`src/rtl/seq_alu_core.sv`:
```
// Multi-cycle ALU: 1-cycle add/sub/logic, WIDTH-cycle shift-add MUL and restoring DIV.
// Define SEQ_ALU_SAT_EN to saturate ADD/SUB on signed overflow.
module seq_alu_core #(
   parameter int WIDTH = 4
) (
   input  logic               clk,
   input  logic               rst_n,
   input  logic               start,
   input  logic [2:0]         opcode,
   input  logic [WIDTH-1:0]   a,
   input  logic [WIDTH-1:0]   b,
   output logic               busy,
   output logic               done,
   output logic [2*WIDTH-1:0] result,
   output logic               carry_out,
   output logic               overflow,
   output logic               zero,
   output logic               div_zero
);

   localparam int CW = $clog2(WIDTH);

   typedef enum logic [2:0] {
      OP_ADD = 3'b000,
      OP_SUB = 3'b001,
      OP_MUL = 3'b010,
      OP_DIV = 3'b011,
      OP_AND = 3'b100,
      OP_OR  = 3'b101,
      OP_XOR = 3'b110,
      OP_NOT = 3'b111
   } op_e;

   typedef enum logic {S_IDLE, S_RUN} state_e;

   state_e state_q, state_d;
   op_e    op;

   logic [WIDTH:0]     add_s, sub_d;
   logic [WIDTH-1:0]   lo_w;
   logic [2*WIDTH-1:0] s_res;
   logic               s_c, s_v, s_dz;
   logic               multi_go, last;

   logic               mul_q;
   logic [WIDTH-1:0]   opnd_q, hi_q, lo_q;
   logic [CW-1:0]      cnt_q;
   logic [WIDTH:0]     msum, trial;
   logic [WIDTH-1:0]   it_hi, it_lo;

   assign op       = op_e'(opcode);
   assign add_s    = {1'b0, a} + {1'b0, b};
   assign sub_d    = {1'b0, a} - {1'b0, b};
   assign multi_go = start && (op == OP_MUL || (op == OP_DIV && b != '0));
   assign last     = (state_q == S_RUN) && (cnt_q == CW'(WIDTH - 1));
   assign busy     = (state_q == S_RUN);

   always_comb begin
      lo_w = '0;
      s_c  = 1'b0;
      s_v  = 1'b0;
      s_dz = 1'b0;
      unique case (op)
         OP_ADD: begin
            lo_w = add_s[WIDTH-1:0];
            s_c  = add_s[WIDTH];
            s_v  = (a[WIDTH-1] == b[WIDTH-1]) && (add_s[WIDTH-1] != a[WIDTH-1]);
         end
         OP_SUB: begin
            lo_w = sub_d[WIDTH-1:0];
            s_c  = ~sub_d[WIDTH];
            s_v  = (a[WIDTH-1] != b[WIDTH-1]) && (sub_d[WIDTH-1] != a[WIDTH-1]);
         end
         OP_MUL: lo_w = '0;
         OP_DIV: s_dz = (b == '0);
         OP_AND: lo_w = a & b;
         OP_OR:  lo_w = a | b;
         OP_XOR: lo_w = a ^ b;
         OP_NOT: lo_w = ~a;
      endcase
`ifdef SEQ_ALU_SAT_EN
      // clamp direction follows the sign of a on overflow
      if (s_v)
         lo_w = a[WIDTH-1] ? {1'b1, {(WIDTH-1){1'b0}}}
                           : {1'b0, {(WIDTH-1){1'b1}}};
`endif
      s_res = {{WIDTH{1'b0}}, lo_w};
   end

   // one MUL or DIV step; hi/lo hold product or {rem, dividend/quotient}
   always_comb begin
      msum  = {1'b0, hi_q} + (lo_q[0] ? {1'b0, opnd_q} : '0);
      trial = {hi_q, lo_q[WIDTH-1]} - {1'b0, opnd_q};
      if (mul_q) begin
         {it_hi, it_lo} = {msum, lo_q[WIDTH-1:1]};
      end else if (!trial[WIDTH]) begin
         it_hi = trial[WIDTH-1:0];
         it_lo = {lo_q[WIDTH-2:0], 1'b1};
      end else begin
         it_hi = {hi_q[WIDTH-2:0], lo_q[WIDTH-1]};
         it_lo = {lo_q[WIDTH-2:0], 1'b0};
      end
   end

   always_comb begin
      state_d = state_q;
      unique case (state_q)
         S_IDLE: if (multi_go) state_d = S_RUN;
         S_RUN:  if (last) state_d = S_IDLE;
      endcase
   end

   always_ff @(posedge clk or negedge rst_n) begin
      if (!rst_n) state_q <= S_IDLE;
      else        state_q <= state_d;
   end

   always_ff @(posedge clk or negedge rst_n) begin
      if (!rst_n) begin
         done      <= 1'b0;
         result    <= '0;
         carry_out <= 1'b0;
         overflow  <= 1'b0;
         zero      <= 1'b0;
         div_zero  <= 1'b0;
         mul_q     <= 1'b0;
         opnd_q    <= '0;
         hi_q      <= '0;
         lo_q      <= '0;
         cnt_q     <= '0;
      end else begin
         done <= 1'b0;
         if (state_q == S_IDLE && start) begin
            if (multi_go) begin
               mul_q  <= (op == OP_MUL);
               opnd_q <= b;
               hi_q   <= '0;
               lo_q   <= a;
               cnt_q  <= '0;
            end else begin
               done      <= 1'b1;
               result    <= s_res;
               carry_out <= s_c;
               overflow  <= s_v;
               zero      <= (s_res == '0);
               div_zero  <= s_dz;
            end
         end else if (state_q == S_RUN) begin
            hi_q  <= it_hi;
            lo_q  <= it_lo;
            cnt_q <= cnt_q + CW'(1);
            if (last) begin
               done      <= 1'b1;
               result    <= {it_hi, it_lo};
               carry_out <= 1'b0;
               overflow  <= mul_q && (it_hi != '0);
               zero      <= ({it_hi, it_lo} == '0);
               div_zero  <= 1'b0;
            end
         end
      end
   end

endmodule
```
`config.mk`:
```
export PLATFORM = sky130hd
export DESIGN_NAME = seq_alu_core
export DESIGN_NICKNAME = d
export VERILOG_FILES = /design/src/rtl/seq_alu_core.sv
export SDC_FILE = /design/constraint.sdc
export NUM_CORES = 1
export LEC_CHECK = 0
export CORE_ASPECT_RATIO = 1.25
export CORE_MARGIN = 2
export CORE_UTILIZATION = 50
export DETAILED_ROUTE_END_ITERATION = 8
export PLACE_DENSITY_LB_ADDON = 0.08
export SLEW_MARGIN = 20
export SYNTH_ARGS = -nofsm -noshare
export SYNTH_HDL_FRONTEND = slang
export SYNTH_SLANG_ARGS = --single-unit
```
`constraint.sdc`:
```
create_clock -name clk -period 2.9 [get_ports clk]
set_input_delay 0.87 -clock clk [delete_from_list [all_inputs] [get_ports clk]]
set_output_delay 0.87 -clock clk [all_outputs]
set_load 0.01 [all_outputs]
```
After elaboration in Yosys (flattened, before gate mapping)
Index checks and enable logic that the tools add are counted.
{"block": "totals", "register_bits": 29, "out_inout_bits": 14, "elab_cells": 99}
{"block": "op_classes", "add_sub_neg": 5, "n_eq_ne": 14, "n_mux": 43, "n_bitwise": 6, "n_reduce_logical": 19}
{"cell": "4-bit two-way mux", "n": 10}
{"cell": "8-bit two-way mux", "n": 4}
{"cell": "4-bit one-hot mux with 6 select lines", "n": 1}
{"cell": "1-bit two-way mux", "n": 22}
{"cell": "8-bit logical NOT", "n": 2}
{"cell": "3-bit == test (second input constant)", "n": 4}
{"cell": "4-bit by 4-bit adder with 5-bit output", "n": 2}
{"cell": "4-bit nonzero test", "n": 2}
{"cell": "1-bit logical AND", "n": 7}
{"cell": "3-bit by 2-bit == test with 1-bit output (second input constant)", "n": 2}
{"cell": "2-bit two-way mux", "n": 3}
{"cell": "1-bit one-hot mux with 2 select lines", "n": 3}
{"cell": "4-bit by 4-bit subtractor with 5-bit output", "n": 1}
{"cell": "5-bit by 4-bit subtractor with 5-bit output", "n": 1}
{"cell": "4-bit AND", "n": 1}
{"cell": "4-bit logical NOT", "n": 1}
{"cell": "2-bit inequality test (second input constant)", "n": 2}
{"cell": "4-bit inverter", "n": 1}
{"cell": "4-bit OR", "n": 1}
{"cell": "2-bit AND reduction", "n": 2}
{"cell": "2-bit nonzero test", "n": 2}
{"cell": "4-bit XOR", "n": 1}
{"cell": "3-bit by 1-bit == test with 1-bit output (second input constant)", "n": 1}
{"cell": "3-bit logical NOT", "n": 1}
{"cell": "7 further kinds", "n": 10}

Logic depth before layout (Yosys ltp)
{"block": "depth", "word_depth": 8, "mapped_depth": 10, "depth_no_buf": 10}

Least setup slack after synthesis
Ideal clock, no wire load.
{"block": "synth_timing", "kind": "in2reg", "startpoint": "input port a[0]", "endpoint": "register zero", "setup_time_ns": 0.073, "arrival_ns": 2.767, "required_time_ns": 2.827, "setup_slack_ns": 0.060, "stages": 9, "n_path_buf": 0, "path_cell_list": "ha_1 inv_1 fa_1 xor2_1 nor4_1 a311o_1 or4_1 o21a_1 a21oi_2"}
{"block": "synth_via", "elab_chain_len": 5, "elab_cells_between_ends": 10}
{"element": "start, declared", "line": "10", "text": "input logic [WIDTH-1:0] a,"}
{"element": "4-bit by 4-bit subtractor with 5-bit output (tied with other cells)", "line": "53", "text": "assign sub_d = {1'b0, a} - {1'b0, b};"}
{"element": "4-bit one-hot mux with 6 select lines *", "line": "63", "text": "unique case (op)"}
{"element": "8-bit logical NOT *", "line": "145", "text": "zero <= (s_res == '0);"}
{"element": "1-bit two-way mux *", "line": "134", "text": "if (multi_go) begin"}
{"element": "1-bit two-way mux *", "line": "133", "text": "if (state_q == S_IDLE && start) begin"}
{"element": "end signal, assigned", "line": "145"}
{"element": "end signal, assigned", "line": "157", "text": "zero <= ({it_hi, it_lo} == '0);"}
{"element": "end, declared", "line": "17", "text": "output logic zero,"}
Every way passes the cells marked *; elsewhere a longest branch is shown, timed or not. The select of a mux whose other input is x is not followed.
A chain may end at the register's enable or synchronous reset.

Worst setup path in the final report
{"block": "layout_timing", "startpoint": "input port b[0]", "endpoint": "register zero"}
{"block": "layout_via", "elab_chain_len": 6, "elab_cells_between_ends": 15}
{"element": "start, declared", "line": "11", "text": "input logic [WIDTH-1:0] b,"}
{"element": "parallel branches: the longest is 6 deep, another holds 4-bit by 4-bit subtractor with 5-bit output"}
Parallel ways; which one is timed is not known. The select of a mux whose other input is x is not followed.

==> summary.txt <==
Power
  – Peak VDD IR: 0.342 mV
  – Leak Pwr: 1.41 nW
  – Clock power frac: around 11%
  – Pint: 1.55 mW
  – NetSw: about 1.2 mW
  – Switching Share: 44.0%
  – Comb power frac: between 60% and 70%
  – Cell area power density: between 900 and 1000 nW/um2
  – Sequential share of power: around 28%

Synthesis
  – Post-synthesis compound-gate area fraction: a little under a fifth
  – Main combinational cell family by area after synthesis: compound AO/OA/AOI/OAI gates
  – Syn nets: 289
  – Syn avg cell area: 9.00 um2
  – Post-synthesis adder-cell area fraction: around 15%
  – Post-synth EDFFs: 0
  – Largest cells by area after synthesis: dfrtp_1 (32%), ha_1 (12%), mux2i_1 (5.3%)
  – Seq cells post-synth: 29
  – Share of the synthesized area in the top cell type: 32.2%
  – Synth cell types: 54
  – Synth Area in Simple Gates: 16.2%
  – Cell taking the most area after synthesis: dfrtp_1
  – Post-Synth XOR/XNOR Area: under 10%
  – FFs w/ async S/R, synth: 100%
  – Synth warnings: 0
  – Post-Syn Instances: 250
  – Mux cell area share after synthesis: 7.84%
  – Post-synthesis sequential area ratio: approximately a third
  – Dominant synthesized flop cell: dfrtp_1
  – Post-Syn Area: 2250 um2

Die
  – I/O Pins: 28
  – Row cnt: 27
  – Initial Utilization: 51.7%
  – Die Area: roughly 5000 um2
  – Die Y: 79.0 um
  – Die span in x: 64.0 um
  – Core area: 4360 um2

STA
  – Final Skew: around 0.0054 ns
  – F_max: around 360 MHz
  – Tmin final: 2.79 ns
  – Rel. slew slack: between 70% and 80%
  – Unrepaired setup endpoints after global routing: no
  – Worst-Margin Slew: 0.439 ns
  – Worst Hold Slack: 0.471 ns
  – Pins Over Slew Limit: 0
  – Final Cycle Share: 96.2%
  – Setup TNS: 0 ns
  – Final Hold Fails: 0
  – Finish-stage setup viols: 0

Finish
  – Fin nets: 356
  – Area Overhead vs Synth: 32.2%
  – Fin util: 68.3%
  – Final Cell Area: about 3000 um2
  – Ratio of cells with drive above 1 in the final layout: 22.0%
  – Fill count: 384
  – Ant. Diodes: 0

Placement
  – I/O Buffers: 27
  – Cell Area, Placed: 2830 um2
  – Routability cong.: 0.869
  – Hpwl dp: 4530 um

GRT
  – First-pass GRT wire length: 9520 um
  – GRT Overall Usage: 24.3%
  – Maximum number of pins on one net before global-route repair: 30
  – GRT overflow: 0
  – Vias in the first global route: 2021
  – Antenna violations before repair: 0

CTS
  – Later-pin clock latency in the skew report: 0.28 ns
  – Total CTS buffers: 5
  – Longest Clk Path Bufs: 2
  – Clk sinks: 29
  – Worst-path clk slew: around 0.060 ns
  – Clock root cell: clkbuf_8
  – Hold bufs inserted after CTS: 0
  – Htree depth: 2
  – CTS tree: built

Critical path
  – CP Capture Type: flip-flop
  – Worst-path fanout max: 2
  – Buf+Inv Stages, Crit Path: 2
  – CP top delay family: simple AND/OR/NAND/NOR gates
  – Critical-path top delay cell: fa_1
  – Crit start category: input pin
  – Worst EP arrival: ~3.0 ns
  – CP Class: input pin to flip-flop
  – CP required: 3.11 ns
  – Worst path max stage delay: 0.52 ns
  – Critical path cell sequence: buf_2 > buf_6 > ha_4 > fa_1 > nor2b_4 > a211oi_1 > a22oi_1 > nand2_1 > or4_1 > o21a_1 > a21oi_2

Worst hold path
  – Hold Path Class: flip-flop to flip-flop

Routing
  – Final ANT Viol Nets: 0
  – DR DRC count: 0
  – Vias per cell: 5.43
  – Final WL: roughly 5600 um
  – Routed wire per std cell: 14.9 um
  – Detailed Route Iter0 Violations: 87
  – Router iterations before antenna repair: 4
  – Via count: 2043

Run status
  – Status: completed

Flow run
  – Max_cap viols: 0
power groups by stage:
stage | combinational, mW | sequential (mW) | clock, mW
after detailed placement | 1.67 | 0.776 | 0
final | 1.68 | 0.768 | 0.315
after global placement | 1.63 | 0.768 | 0
after CTS | 1.68 | 0.768 | 0.322
after global routing | 1.88 | 0.797 | 0.340
after floorplan | 1.13 | 0.744 | 0
state kept, by name, summed over array words and instances (netlist names):
name and flops:
busy 1, carry_out 1, cnt_q 2, div_zero 1
done 1, hi_q 4, lo_q 4, mul_q 1
opnd_q 4, overflow 1, result 8, zero 1
layout make-up:
| class | count | area, um2 | share of cell area, % |
|---|---|---|---|
| multi-input cells | 193 | 1440 | 48.5 |
| flip-flops and latches | 29 | 726 | 24.4 |
| repair buffers | 69 | 581 | 19.5 |
| clock buffers | 6 | 72.6 | 2.44 |
| well taps | 58 | 72.6 | 2.44 |
| inverters | 19 | 71.3 | 2.40 |
| clock inverters | 2 | 10.0 | 0.336 |
worst register-to-register path, delay by kind of cell (launching register included):
kind | cells | cell delay [ns]
DFF | 1 | 0.37
adders and majority gates | 2 | 0.62
xor gates and xnor gates | 1 | 0.23
AOI/OAI and AO/OA | 3 | 0.58
buffers and inverters | 1 | 0.09
and+or+nand+nor | 2 | 0.33
muxes | 1 | 0.40
cell usage in the layout (no fill, tap or decap), types with 2 or more instances in the layout:
cell type        instances
buf_6                    2
a21oi_1                 15
a32o_1                   2
fa_1                     3
a32oi_1                  2
a21o_1                   3
ha_1                    17
nand2b_1                 4
o211ai_1                 4
o31ai_1                  2
o21ai_0                 19
ha_4                     3
dlygate4sd2_1            2
inv_1                   15
and3_1                   2
clkinv_2                 2
xor2_1                   5
nor4_1                   2
o21a_1                   2
a22oi_1                  2
mux2i_1                 12
nand3_1                  3
or4_1                    2
clkdlybuf4s50_1         23
xnor2_1                  3
clkbuf_8                 5
nand2_1                 27
and2_1                   5
nor2_1                  22
nor3_1                   4
nor2b_1                  2
inv_2                    4
buf_4                   40
dfrtp_1                 29
mux2_1                   2
Yosys cell counts, types with 3 or more instances:
| library cell | number |
|---|---|
| dfrtp_1 | 29 |
| nand2_1 | 27 |
| nor2_1 | 22 |
| ha_1 | 21 |
| o21ai_0 | 20 |
| inv_1 | 17 |
| a21oi_1 | 15 |
| mux2i_1 | 12 |
| and2_1 | 5 |
| xor2_1 | 5 |
| fa_1 | 4 |
| nand2b_1 | 4 |
| nor3_1 | 4 |
| o211ai_1 | 4 |
| a21o_1 | 3 |
| clkbuf_1 | 3 |
| nand3_1 | 3 |
| nor2b_1 | 3 |
| xnor2_1 | 3 |
metrics by stage:
stage | setup WS, ns | total power [mW] | instances
CTS | 0.00525 | 2.77 | 375
finish | 0.111 | 2.76 | 376
global route | 0.00207 | 3.01 | 376
floorplan | 0.0603 | 1.88 | 250
detailed placement | -0.585 | 2.44 | 365
global placement | -0.535 | 2.39 | 365
timing repair:
item                                    in CTS  in global routing
gates resized for setup                     17                  5
endpoints found under the setup margin       2                  3
pin swaps                                   10                  6
buffers inserted                             2                  1
cells by family (layout without fill, tap and decap cells):
| family | Yosys count | in the layout |
|---|---|---|
| buffers and inverters | 28 | 96 |
| xor gates and xnor gates | 9 | 9 |
| muxes | 16 | 16 |
| DFF | 29 | 29 |
| and+or+nand+nor | 78 | 78 |
| adders and majority gates | 25 | 25 |
| AOI/OAI and AO/OA | 65 | 65 |
metal layers:
metal / vias up / share of wire [%] / track usage, % / wire (um)
li1: 1018 / - / - / -
met1: 983 / 42 / 29.1 / 2340
met2: 32 / 54 / 44.7 / 3020
met5: - / 0 / 0 / 0
met4: 0 / 2.1 / 8.04 / 119
met3: 10 / 2.2 / 2.83 / 121
worst paths after layout:
path | startpoint | to | slack, ns | depth (start not counted)
worst min register to register | result[2] | result[2] | 0.47 | 2
worst max register to register | lo_q[3] | zero | 0.20 | 10
worst max-delay path | b[0] | zero | 0.11 | 11
max in group asynchronous | rst_n | cnt_q[0] | 1.64 | 2
worst min-delay path | result[2] | result[2] | 0.47 | 2
min in group asynchronous | rst_n | opnd_q[3] | 0.98 | 2
No activity file was read; power rests on OpenSTA's default activity.
